==> src/rtl/pipe_hazard_ctrl.sv <==
// Stage-sequencing controller for the 5-stage MIPS pipeline: reset hold, memory freeze,
// RAW stalls and branch flushes. Define PIPE_PERF_EN to build the saturating perf counters.
module pipe_hazard_ctrl #(
    parameter int RST_HOLD      = 4,
    parameter int STALL_TIMEOUT = 1023,
    parameter int CNT_W         = 32
) (
    input  logic             clk,
    input  logic             rst,
    input  logic             mem_stall,
    input  logic             id_valid,
    input  logic [31:0]      inst_data_id,
    input  logic             rs_used,
    input  logic             rt_used,
    input  logic             is_branch_exe,
    input  logic [4:0]       regw_addr_exe,
    input  logic             wb_wen_exe,
    input  logic             is_branch_mem,
    input  logic [4:0]       regw_addr_mem,
    input  logic             wb_wen_mem,
    output logic             if_rst,
    output logic             id_rst,
    output logic             exe_rst,
    output logic             mem_rst,
    output logic             wb_rst,
    output logic             if_en,
    output logic             id_en,
    output logic             exe_en,
    output logic             mem_en,
    output logic             wb_en,
    output logic [1:0]       pipe_state,
    output logic             stall_err,
    output logic [CNT_W-1:0] stall_cnt,
    output logic [CNT_W-1:0] flush_cnt,
    output logic [CNT_W-1:0] freeze_cnt
);

    localparam int HOLD_W = (RST_HOLD > 1) ? $clog2(RST_HOLD) : 1;
    localparam int WAIT_W = $clog2(STALL_TIMEOUT + 1);

    typedef enum logic [1:0] {
        ST_INIT   = 2'd0,
        ST_RUN    = 2'd1,
        ST_FREEZE = 2'd2
    } state_t;

    typedef enum logic [2:0] {
        C_HOLD,
        C_FREEZE,
        C_BR_EXE,
        C_BR_MEM,
        C_STALL,
        C_NORM
    } ctl_t;

    state_t            state;
    logic [HOLD_W-1:0] hold_cnt;
    logic [WAIT_W-1:0] wait_cnt;
    ctl_t              ctl;

    logic [4:0] rs;
    logic [4:0] rt;
    logic       hit_rs;
    logic       hit_rt;
    logic       data_hazard;
    logic       unused_ok;

    assign rs = inst_data_id[25:21];
    assign rt = inst_data_id[20:16];
    assign unused_ok = ^{inst_data_id[31:26], inst_data_id[15:0]};

    // WB is not checked: the register file forwards a same-cycle write to the read port.
    assign hit_rs = rs_used && (rs != 5'd0) &&
                    ((wb_wen_exe && (rs == regw_addr_exe)) || (wb_wen_mem && (rs == regw_addr_mem)));
    assign hit_rt = rt_used && (rt != 5'd0) &&
                    ((wb_wen_exe && (rt == regw_addr_exe)) || (wb_wen_mem && (rt == regw_addr_mem)));
    assign data_hazard = id_valid && (hit_rs || hit_rt);

    always_comb begin
        if (rst || (state == ST_INIT)) ctl = C_HOLD;
        else if (mem_stall)            ctl = C_FREEZE;
        else if (is_branch_exe)        ctl = C_BR_EXE;
        else if (is_branch_mem)        ctl = C_BR_MEM;
        else if (data_hazard)          ctl = C_STALL;
        else                           ctl = C_NORM;
    end

    always_comb begin
        {if_rst, id_rst, exe_rst, mem_rst, wb_rst} = 5'b00000;
        {if_en, id_en, exe_en, mem_en, wb_en}      = 5'b11111;
        case (ctl)
            C_HOLD: begin
                {if_rst, id_rst, exe_rst, mem_rst, wb_rst} = 5'b11111;
                {if_en, id_en, exe_en, mem_en, wb_en}      = 5'b00000;
            end
            C_FREEZE: begin
                {if_en, id_en, exe_en, mem_en, wb_en} = 5'b00000;
            end
            C_BR_EXE: begin
                if_en   = 1'b0;
                id_rst  = 1'b1;
                exe_rst = 1'b1;
            end
            C_BR_MEM: begin
                id_rst  = 1'b1;
                exe_rst = 1'b1;
            end
            C_STALL: begin
                if_en   = 1'b0;
                id_en   = 1'b0;
                exe_rst = 1'b1;
            end
            default: ;
        endcase
    end

    always_ff @(posedge clk) begin
        if (rst) begin
            state     <= ST_INIT;
            hold_cnt  <= '0;
            wait_cnt  <= '0;
            stall_err <= 1'b0;
        end else begin
            case (state)
                ST_INIT: begin
                    if (hold_cnt == HOLD_W'(RST_HOLD - 1)) state <= ST_RUN;
                    else                                   hold_cnt <= hold_cnt + 1'b1;
                end
                default: begin
                    if (mem_stall) begin
                        state <= ST_FREEZE;
                        if (wait_cnt != WAIT_W'(STALL_TIMEOUT)) wait_cnt <= wait_cnt + 1'b1;
                        if (wait_cnt == WAIT_W'(STALL_TIMEOUT - 1)) stall_err <= 1'b1;
                    end else begin
                        state    <= ST_RUN;
                        wait_cnt <= '0;
                    end
                end
            endcase
        end
    end

    assign pipe_state = state;

`ifdef PIPE_PERF_EN
    logic [CNT_W-1:0] stall_q;
    logic [CNT_W-1:0] flush_q;
    logic [CNT_W-1:0] freeze_q;

    always_ff @(posedge clk) begin
        if (rst) begin
            stall_q  <= '0;
            flush_q  <= '0;
            freeze_q <= '0;
        end else begin
            if ((ctl == C_STALL) && !(&stall_q)) stall_q <= stall_q + 1'b1;
            if (((ctl == C_BR_EXE) || (ctl == C_BR_MEM)) && !(&flush_q)) flush_q <= flush_q + 1'b1;
            if ((ctl == C_FREEZE) && !(&freeze_q)) freeze_q <= freeze_q + 1'b1;
        end
    end

    assign stall_cnt  = stall_q;
    assign flush_cnt  = flush_q;
    assign freeze_cnt = freeze_q;
`else
    assign stall_cnt  = '0;
    assign flush_cnt  = '0;
    assign freeze_cnt = '0;
`endif

endmodule

==> config.mk <==
export PLATFORM = sky130hd
export DESIGN_NAME = pipe_hazard_ctrl
export DESIGN_NICKNAME = d
export VERILOG_FILES = /design/src/rtl/pipe_hazard_ctrl.sv
export SDC_FILE = /design/constraint.sdc
export NUM_CORES = 1
export LEC_CHECK = 0
export CAP_MARGIN = 15
export CORE_AREA = 3 3 81 83
export CTS_BUF_LIST = sky130_fd_sc_hd__clkbuf_8 sky130_fd_sc_hd__clkbuf_16
export CTS_CLUSTER_SIZE = 8
export DETAILED_ROUTE_END_ITERATION = 10
export DIE_AREA = 0 0 84 86
export GPL_ROUTABILITY_DRIVEN = 0
export PLACE_DENSITY_LB_ADDON = 0.3
export SLEW_MARGIN = 20
export SYNTH_ARGS = -nofsm -noshare
export SYNTH_HDL_FRONTEND = slang
export SYNTH_SLANG_ARGS = --single-unit
==> constraint.sdc <==
create_clock -name clk -period 2.6 [get_ports clk]
set_input_delay 0.65 -clock clk [delete_from_list [all_inputs] [get_ports clk]]
set_output_delay 0.65 -clock clk [all_outputs]
set_load 0.05 [all_outputs]
==> reports/metrics.csv <==
stage;metric;value;unit
status;outcome;complete, but fails checks;
status;failing checks;negative setup slack;
clocking;CTS tree;done;
setup_path;Reg2Reg Setup Slack;1.15;ns
clocking;H-Tree Depth;1;
yosys;syn avg cell area;8.01;µm²
routing;Via density;3.60;
job;max cap viols;0;
global_route;initial antenna violation count;0;
die;die width;84;µm
yosys;register area share after synthesis;0.170;
routing;Routed Antenna Nets;0;
global_route;first-pass GRT wire length;4840;µm
finish;Final Cell Area;2140;µm²
die;Core ar.;5920;µm²
pwr;clock network power share;0.178;
sta;unrepaired setup endpoints after global routing;yes;
sta;Worst Hold Slack;0.490;ns
sta;Worst-Margin Slew;0.501;ns
routing;Post-Route WL;3250;µm
pwr;Peak VDD IR;0.272;mV
die;die height;86;µm
yosys;Yosys cell types;34;
pwr;reported net switching power;545;µW
die;site row count;28;
finish;most frequent cells in the layout;conb_1, xor2_1, nor2_1;
sta;final worst path period share;1.02;
sta;Tmin final;2.66;ns
finish;Finished Core Util;0.362;
global_route;vias in the first global route;1082;
clocking;latest clock arrival within the worst-skew pair;0.24;ns
global_route;GRT overflow;0;
setup_path;Critical Path RT;1.95;ns
clocking;# clock sinks;15;
finish;most common cell after layout, fill and taps aside;conb_1;
finish;synthesis-to-finish area growth;21.1;%
pwr;pwr/cell area;490;nW/µm²
yosys;synth warn;0;
routing;drc violations;0;
finish;layout cell share with drive strength beyond 1;0.221;
clocking;CTS Root Cell;clkbuf_8;
placed_design;post-place instance area;2090;µm²
global_route;maximum number of pins on one net before global-route repair;10;
finish;number of diodes;0;
global_route;All-Layer GR Usage;0.0813;
sta;final setup margin;-0.0617;ns
placed_design;dpl ws;-0.528;ns
yosys;cell area after synthesis;1770;µm²
setup_path;Worst Path Arrival;2.01;ns
placed_design;count of buffers from port buffering;42;
sta;Setup violations, final;3;
sta;Max Slew Vio Count;0;
sta;achievable frequency;376;MHz
pwr;LEAKAGE;0.00102;µW
routing;vias;1248;
die;IO Pins;161;
clocking;clk slew on worst S/H paths;0.06;ns
finish;final net count;328;
die;initial core utilization;0.299;
sta;Worst Clk Skew;0.00378;ns
die;die area;7220;µm²
placed_design;HPWL Detailed;2910;µm
setup_path;CP endpoint kind;output port;
setup_path;CP startpoint kind;input pin;
routing;WL/cell;9.35;µm
setup_path;critical path peak fanout;3;
setup_path;critical path class;input pin to output port;
pwr;Int Pwr;505;µW
pwr;combinational power share;0.573;
sta;Setup Total Neg Slack;-0.106;ns
routing;iteration count of the initial detailed-routing pass;4;
sta;Slew headroom;0.665;
pwr;switching fraction of total power;0.519;
sta;final hold viol count;0;
clocking;clock tree buffer depth;2;
hold_path;Hold Crit Class;register to register;
routing;initial drt markers;39;
clocking;CTS buffer count;3;
yosys;Synth Instances;221;
yosys;Synth Register Bits;15;
pwr;Reg power frac;0.249;
## critical path, cell delays in order
cell	delay (ns)
buf_8	0.10
or4_4	0.51
o211ai_1	0.20
o22a_2	0.20
and3b_2	0.21
buf_12	0.14
## power by group through the flow
stage / combinational (µW) / sequential, µW / clock (µW)
finish: 601 / 262 / 186
global route: 634 / 263 / 206
CTS: 598 / 262 / 195
detailed placement: 600 / 267 / 0
global placement: 596 / 266 / 0
floorplan: 558 / 276 / 0
## cell usage after synthesis (all sizes together)
master	n	area share
and4	1	0.0050
xnor2	6	0.030
nand2	5	0.011
nor4	4	0.014
ha	3	0.021
conb	1	0.0021
xor2	22	0.11
and3b	1	0.0050
nor4bb	1	0.0057
nor2b	1	0.0035
or4	2	0.0085
and2	5	0.018
dfxtp	15	0.17
o21bai	1	0.0042
buf	102	0.43
nor3	1	0.0028
nand3	5	0.014
a41oi	3	0.023
o22a	1	0.0057
clkbuf	1	0.0021
o21ai	4	0.011
nor2	20	0.042
o211ai	3	0.013
a21oi	1	0.0028
mux2i	2	0.011
nand4	2	0.0071
o21a	1	0.0042
a32oi	2	0.0099
o31ai	1	0.0042
and3	1	0.0035
inv	3	0.0064
## per-stage QoR
stage               cells  total power [µW]
floorplan             316               834
global placement      343               863
detailed placement    343               867
CTS                   347              1060
global route          347              1100
finish                347              1050
## layer usage
layer	global-route usage	up-vias	part of all wire
met3	0.0423	2	0.13
li1	-	628	-
met5	0	-	0
met2	0.132	78	0.49
met4	0.0219	0	0.0086
met1	0.0943	540	0.37
## sequential cells by signal, summed over array words and instances (netlist names)
signal / count
wait_cnt: 10
pipe_state: 2
hold_cnt: 2
stall_err: 1
## cell families (layout without fill, tap and decap cells)
kind of cell             Yosys count  count (layout)  share of synthesized area
AND/OR/NAND/NOR                   49              49                      0.140
AO/OA/AOI/OAI                     17              17                     0.0785
other                              1              96                    0.00212
buffers and inverters            106              62                      0.438
adder cells (fa/ha/maj)            3               3                     0.0212
multiplexers                       2               2                     0.0113
flip-flops                        15              15                      0.170
XOR/XNOR                          28              28                      0.139
## area by class of cell
class,count,area (µm²)
Tap cell,75,93.8
Sequential cell,15,303
Timing Repair Buffer,55,591
Multi-Input combinational cell,195,1100
Fill cell,637,3780
Inverter,3,11.3
Clock inverter,1,5.00
Clock buffer,3,41.3
## timing repair
item | 4_1_cts | 5_1_grt
gates resized for setup | 82 | 7
gates cloned | 0 | 0
setup buffers | 0 | 0
setup endpoints to repair | 3 | 3
endpoints found under the hold margin | 0 | 0
hold buffers | 0 | 0
pin swaps | 15 | 6
## final timing paths
check	from	end	cells past startpoint
worst max-delay path	inst_data_id[22]	if_en	6
worst min-delay path	stall_err$_SDFFE_PP0P_	stall_err$_SDFFE_PP0P_	2
worst max register to register	wait_cnt[1]$_SDFFE_PP0P_	wait_cnt[5]$_SDFFE_PP0P_	6
worst min register to register	stall_err$_SDFFE_PP0P_	stall_err$_SDFFE_PP0P_	2
No activity file was read; power rests on OpenSTA's default activity.
